--- src/rtl/alu_pkg.sv ---
// ALU control encodings and legality check, shared by the ALU and its arbiter.
package alu_pkg;
  localparam int ALU_CTRL_W = 3;

  typedef enum logic [ALU_CTRL_W-1:0] {
    ADD = 3'b000,
    SUB = 3'b001,
    AND = 3'b010,
    OR  = 3'b011,
    SLT = 3'b101
  } alu_ctrl_e;

  function automatic logic is_legal_ctrl(input logic [ALU_CTRL_W-1:0] c);
    case (c)
      ADD, SUB, AND, OR, SLT: return 1'b1;
      default:                return 1'b0;
    endcase
  endfunction
endpackage

--- src/rtl/rr_arb2.sv ---
// Two-way round-robin grant, combinational from the requests; last_grant advances only on accept.
// Reset leaves last_grant=1 so port 0 wins the first contention.
module rr_arb2 (
  input  logic clk,
  input  logic rst_n,
  input  logic req0,
  input  logic req1,
  input  logic accept,
  output logic gnt0,
  output logic gnt1
);
  logic last_grant;

  assign gnt0 = req0 && (!req1 || last_grant);
  assign gnt1 = req1 && (!req0 || !last_grant);

  always_ff @(posedge clk or negedge rst_n) begin
    if (!rst_n) begin
      last_grant <= 1'b1;
    end else if (accept) begin
      last_grant <= gnt1;
    end
  end
endmodule

--- src/rtl/alu_arbiter.sv ---
// Shares one combinational ALU between two valid/ready requesters; issue reg -> ALU -> result reg,
// 2-edge latency, 1 op/cycle; rsp_ready low stalls the result then the issue stage, dropping both readys.
module alu_arbiter
  import alu_pkg::*;
#(
  parameter int DATA_WIDTH = 32
) (
  input  logic                  clk,
  input  logic                  rst_n,
  input  logic                  s0_valid,
  output logic                  s0_ready,
  input  logic [DATA_WIDTH-1:0] s0_op1,
  input  logic [DATA_WIDTH-1:0] s0_op2,
  input  logic [2:0]            s0_ctrl,
  input  logic                  s1_valid,
  output logic                  s1_ready,
  input  logic [DATA_WIDTH-1:0] s1_op1,
  input  logic [DATA_WIDTH-1:0] s1_op2,
  input  logic [2:0]            s1_ctrl,
  output logic                  rsp_valid,
  input  logic                  rsp_ready,
  output logic                  rsp_id,
  output logic [DATA_WIDTH-1:0] rsp_result,
  output logic                  rsp_eq,
  output logic                  rsp_err,
  output logic [DATA_WIDTH-1:0] alu_op1,
  output logic [DATA_WIDTH-1:0] alu_op2,
  output logic [2:0]            alu_ctrl,
  input  logic [DATA_WIDTH-1:0] alu_out,
  input  logic                  alu_eq
);
  logic                  iss_valid;
  logic                  iss_id;
  logic [DATA_WIDTH-1:0] iss_op1;
  logic [DATA_WIDTH-1:0] iss_op2;
  logic [ALU_CTRL_W-1:0] iss_ctrl;
  logic                  gnt0, gnt1;
  logic                  res_load, iss_load, accept;

  assign res_load = iss_valid && (!rsp_valid || rsp_ready);
  assign iss_load = !iss_valid || res_load;
  // Readys are held low while reset is asserted even though the empty pipe could accept.
  assign s0_ready = rst_n && gnt0 && iss_load;
  assign s1_ready = rst_n && gnt1 && iss_load;
  assign accept   = s0_ready || s1_ready;

  rr_arb2 u_arb (
    .clk    (clk),
    .rst_n  (rst_n),
    .req0   (s0_valid),
    .req1   (s1_valid),
    .accept (accept),
    .gnt0   (gnt0),
    .gnt1   (gnt1)
  );

  assign alu_op1  = iss_valid ? iss_op1  : '0;
  assign alu_op2  = iss_valid ? iss_op2  : '0;
  assign alu_ctrl = iss_valid ? iss_ctrl : ADD;

  always_ff @(posedge clk or negedge rst_n) begin
    if (!rst_n) begin
      iss_valid <= 1'b0;
      iss_id    <= 1'b0;
      iss_op1   <= '0;
      iss_op2   <= '0;
      iss_ctrl  <= ADD;
    end else if (accept) begin
      iss_valid <= 1'b1;
      iss_id    <= s1_ready;
      iss_op1   <= s1_ready ? s1_op1  : s0_op1;
      iss_op2   <= s1_ready ? s1_op2  : s0_op2;
      iss_ctrl  <= s1_ready ? s1_ctrl : s0_ctrl;
    end else if (res_load) begin
      iss_valid <= 1'b0;
    end
  end

  always_ff @(posedge clk or negedge rst_n) begin
    if (!rst_n) begin
      rsp_valid  <= 1'b0;
      rsp_id     <= 1'b0;
      rsp_result <= '0;
      rsp_eq     <= 1'b0;
      rsp_err    <= 1'b0;
    end else if (res_load) begin
      rsp_valid  <= 1'b1;
      rsp_id     <= iss_id;
      rsp_result <= is_legal_ctrl(iss_ctrl) ? alu_out : '0;
      rsp_eq     <= (iss_ctrl == SUB) ? alu_eq : 1'b0;
      rsp_err    <= !is_legal_ctrl(iss_ctrl);
    end else if (rsp_ready) begin
      rsp_valid  <= 1'b0;
    end
  end
endmodule

--- config.mk ---
export PLATFORM = sky130hd
export DESIGN_NAME = alu_arbiter
export DESIGN_NICKNAME = d
export VERILOG_FILES = /design/src/rtl/alu_pkg.sv /design/src/rtl/rr_arb2.sv /design/src/rtl/alu_arbiter.sv
export SDC_FILE = /design/constraint.sdc
export NUM_CORES = 1
export LEC_CHECK = 0
export CAP_MARGIN = 20
export CORE_MARGIN = 8
export CORE_UTILIZATION = 40
export CTS_BUF_LIST = sky130_fd_sc_hd__clkbuf_4
export DETAILED_ROUTE_END_ITERATION = 10
export GPL_TIMING_DRIVEN = 0
export PLACE_DENSITY_LB_ADDON = 0.12
export SLEW_MARGIN = 40
export SYNTH_ARGS = -nofsm -noshare
export SYNTH_HDL_FRONTEND = slang
export SYNTH_SLANG_ARGS = --single-unit
--- constraint.sdc ---
create_clock -name clk -period 2.1 [get_ports clk]
set_input_delay 0.63 -clock clk [delete_from_list [all_inputs] [get_ports clk]]
set_output_delay 0.63 -clock clk [all_outputs]
set_load 0.005 [all_outputs]
==> results.py <==
metrics = {
    "cells_and_area": {
        "layout-drive-gt1-share_pct": 27.4,
        "n_fill_cell": 1001,
        "areaGrowthSynthToFinish_pct": 68.5,
        "finish.net_count": 894,
        "regArea_um2": 2650,
        "stdcell_area_um2": 8510,
        "multi_input_area_um2": 2220,
        "stdcell_count": 900,
    },
    "setup_path": {
        "reg2reg_from": "iss_valid",
        "reg2reg_slack_ps": 390,
        "r2r_end": "iss_op2[6]",
        "timing.critical_path.arrival_ps": 1580,
        "endpoint": "s1_ready",
        "crit_fanout": 7,
        "crit_start": "iss_valid",
        "start_kind": "flip-flop",
        "critPathRequiredTime_ps": 1470,
        "cp-end-kind": "primary output",
        "rr_worst_depth": 7,
        "critPathKind": "flip-flop to primary output",
    },
    "global_routing": {
        "grt_pass1_vias": 5357,
        "grt_pass1_wl_um": 29200,
        "grt_use_total_pct": 22.6,
        "globalRouteOverflowTotal": 0,
        "grt_max_degree": 35,
        "antenna_found_initial": 1,
    },
    "synthesis": {
        "syn_inst": 420,
        "ys_warn_count": 0,
        "syn_avg_cell_area_um2": 12.0,
        "yosysSeqAreaShare_pct": 52.6,
        "synth_nets": 592,
        "synth_edf_count": 0,
        "synth_seq_cells": 106,
        "yosys_most_used_dff": "dfrtp_1",
        "ys_types": 30,
        "async_flop_share_pct": 100,
        "syn-cell-area_um2": 5050,
    },
    "timing": {
        "period_minus_slack_ps": 2210,
        "slew_violations": 0,
        "rsz0062_at_grt": "true",
        "fmax_ghz": 0.452,
        "fin_crit_sh_pct": 105,
        "clock_skew_ps": 26.5,
        "final_hold_viol_count": 0,
        "worst_slew_pin_slew_ps": 457,
        "slew_headroom_pct": 69.5,
        "layout_setup_ws_ps": -114,
        "setup_viol": 39,
    },
    "drt": {
        "drt-total-wl_um": 19000,
        "viasPerCell": 5.42,
        "initialDrtViolationCount": 229,
        "vias": 4878,
        "routedWlPerCell_um": 21.1,
        "final_antenna_net_count": 0,
        "drt-pass1-iter-count": 4,
        "drc": 0,
    },
    "place": {
        "dpl.cell_count": 868,
        "dp_hpwl_um": 14200,
        "place_area_um2": 8050,
        "place_congestion": 0.851,
        "numPortBuffers": 275,
    },
    "floorplan": {
        "dieArea_um2": 16500,
        "initial_utilization_pct": 40.5,
        "coreArea_um2": 12500,
        "die_width_um": 128,
        "die_y_um": 128,
        "row_count": 41,
        "io_pins": 277,
    },
    "pwr": {
        "leakagePower_nw": 3.61,
        "switchingPower_mw": 1.90,
        "p_int_mw": 4.38,
        "clkPwrFrac_pct": 16.9,
        "pwr_density_cell_nw_per_um2": 737,
        "ir_worst_vdd_v": 0.000306,
        "seqPwrFrac_pct": 43.4,
        "power_frac_comb_pct": 39.7,
        "sw_frac_of_total_pct": 30.2,
    },
    "outcome": {
        "violations": "setup timing",
        "outcome": "finished, violations left",
    },
    "cts": {
        "cts.sinks": 106,
        "cts_inserted_buffers": 9,
        "htree_levels": 3,
        "root_buffer": "clkbuf_4",
        "cts_tree": "built",
        "clk_pin_slew_ps": 180,
        "clock_tree.buffer_depth": 2,
        "clk_latency_ps": 460,
    },
    "worst_hold_path": {
        "hp-class": "input pin to async pin",
    },
    "run": {
        "max-cap-violations": 0,
    },
}
[per-stage QoR]
step	setup TNS (ps)	setup slack (ps)	util [%]	power (mW)	hold slack, ps
2_1_floorplan	0	173	-	3.67	334
3_3_place_gp	-686320	-4790	64.3	5.01	463
3_5_place_dp	-27690	-1020	64.6	5.07	466
4_1_cts	-5210	-225	67.9	6.26	61.5
5_1_grt	-6230	-205	68.2	6.61	48.6
6_report	-2340	-114	68.2	6.27	87.5
[critical path: stages (launching register included)]
cell	delay [ps]
dfrtp_1	410
buf_6	140
buf_6	110
nand3b_4	100
nand2_8	80
buf_8	130
nor2_2	60
buf_2	110
[cell usage in the layout, fill, tap and decap left out, types with 2 or more instances in the layout]
cell	count
nand2_1	3
buf_6	50
dfrtp_1	105
a22o_1	32
dlygate4sd2_1	2
clkbuf_16	3
clkinvlp_4	3
inv_1	3
nand2b_1	4
buf_2	50
clkbuf_4	9
a31oi_1	4
o2bb2ai_1	45
buf_4	19
buf_12	2
clkdlybuf4s50_1	202
and2_4	40
buf_8	4
clkbuf_1	5
a2bb2oi_1	22
o32ai_1	22
and2_1	28
a32oi_1	45
[timing repair]
item | in CTS | in global routing
endpoints found under the setup margin | 70 | 69
setup buffers | 13 | 5
hold endpoints to repair | 24 | 0
gates resized for setup | 364 | 41
cloned | 4 | 0
pin swaps | 2 | 4
hold buffers | 2 | 0
[sequential cells by signal, indices dropped and copies added (netlist names)]
| signal | flops |
|---|---|
| iss_ctrl | 3 |
| iss_id | 1 |
| iss_op1 | 32 |
| iss_op2 | 32 |
| iss_valid | 1 |
| rsp_eq | 1 |
| rsp_err | 1 |
| rsp_id | 1 |
| rsp_result | 32 |
| rsp_valid | 1 |
| u_arb.last_grant | 1 |
[synth_stat cells (all sizes together), types with 2 or more instances]
master   instances  area [um^2]
a21oi            2         13.8
a22o            32          280
a2bb2oi         22          193
a31oi            4         25.0
a32oi           45          394
and2            68          425
buf             37          241
clkbuf          13         48.8
dfrtp          105         2630
inv              3         11.3
nand2            4         15.0
nand2b           4         25.0
nor2             2         7.51
o21ai            2         13.8
o2bb2ai         45          394
o32ai           22          193
[how the worst min path moves through the flow]
stage               slack [ps]        endpoint  startpoint
global route                50  rsp_result[12]       rst_n
finish                      90  rsp_result[12]       rst_n
floorplan                  330     iss_ctrl[0]       rst_n
CTS                         60  rsp_result[12]       rst_n
global placement           460      iss_op2[8]  iss_op2[8]
detailed placement         470      iss_op2[3]  iss_op2[3]
[power groups by stage]
| stage | combinational, mW | sequential (mW) | clock (mW) |
|---|---|---|---|
| final | 2.49 | 2.72 | 1.06 |
| after global routing | 2.67 | 2.78 | 1.17 |
| after CTS | 2.46 | 2.71 | 1.09 |
| after detailed placement | 2.33 | 2.75 | 0 |
| after global placement | 2.28 | 2.73 | 0 |
| after floorplan | 0.960 | 2.71 | 0 |
[cells by family (layout without fill, tap and decap cells)]
family,Yosys count,after routing,synth area share [%]
buffers and inverters,53,360,5.97
other,0,1,0
AND/OR/NAND/NOR,82,82,10.2
flip-flops,106,106,52.6
AO/OA/AOI/OAI,178,178,31.0
multiplexers,1,1,0.223
[routing by layer]
layer / global-route usage, % / vias to the layer above / share of wire [%]
li1: - / 2252 / -
met1: 26.1 / 2420 / 40
met2: 39.7 / 183 / 51
met3: 6.74 / 23 / 7.4
met4: 6.64 / 0 / 1.9
met5: 0 / - / 0
[area by class of cell]
type	count	share of cell area, %
diodes	1	0.0294
plain buffers	42	3.93
clock buffers	9	0.794
clock inverters	7	0.824
inverters	3	0.132
multi-input cells	261	26.1
flip-flops and latches	106	31.2
well taps	172	2.53
repair buffers	299	34.5
No activity file was read; power rests on OpenSTA's default activity.
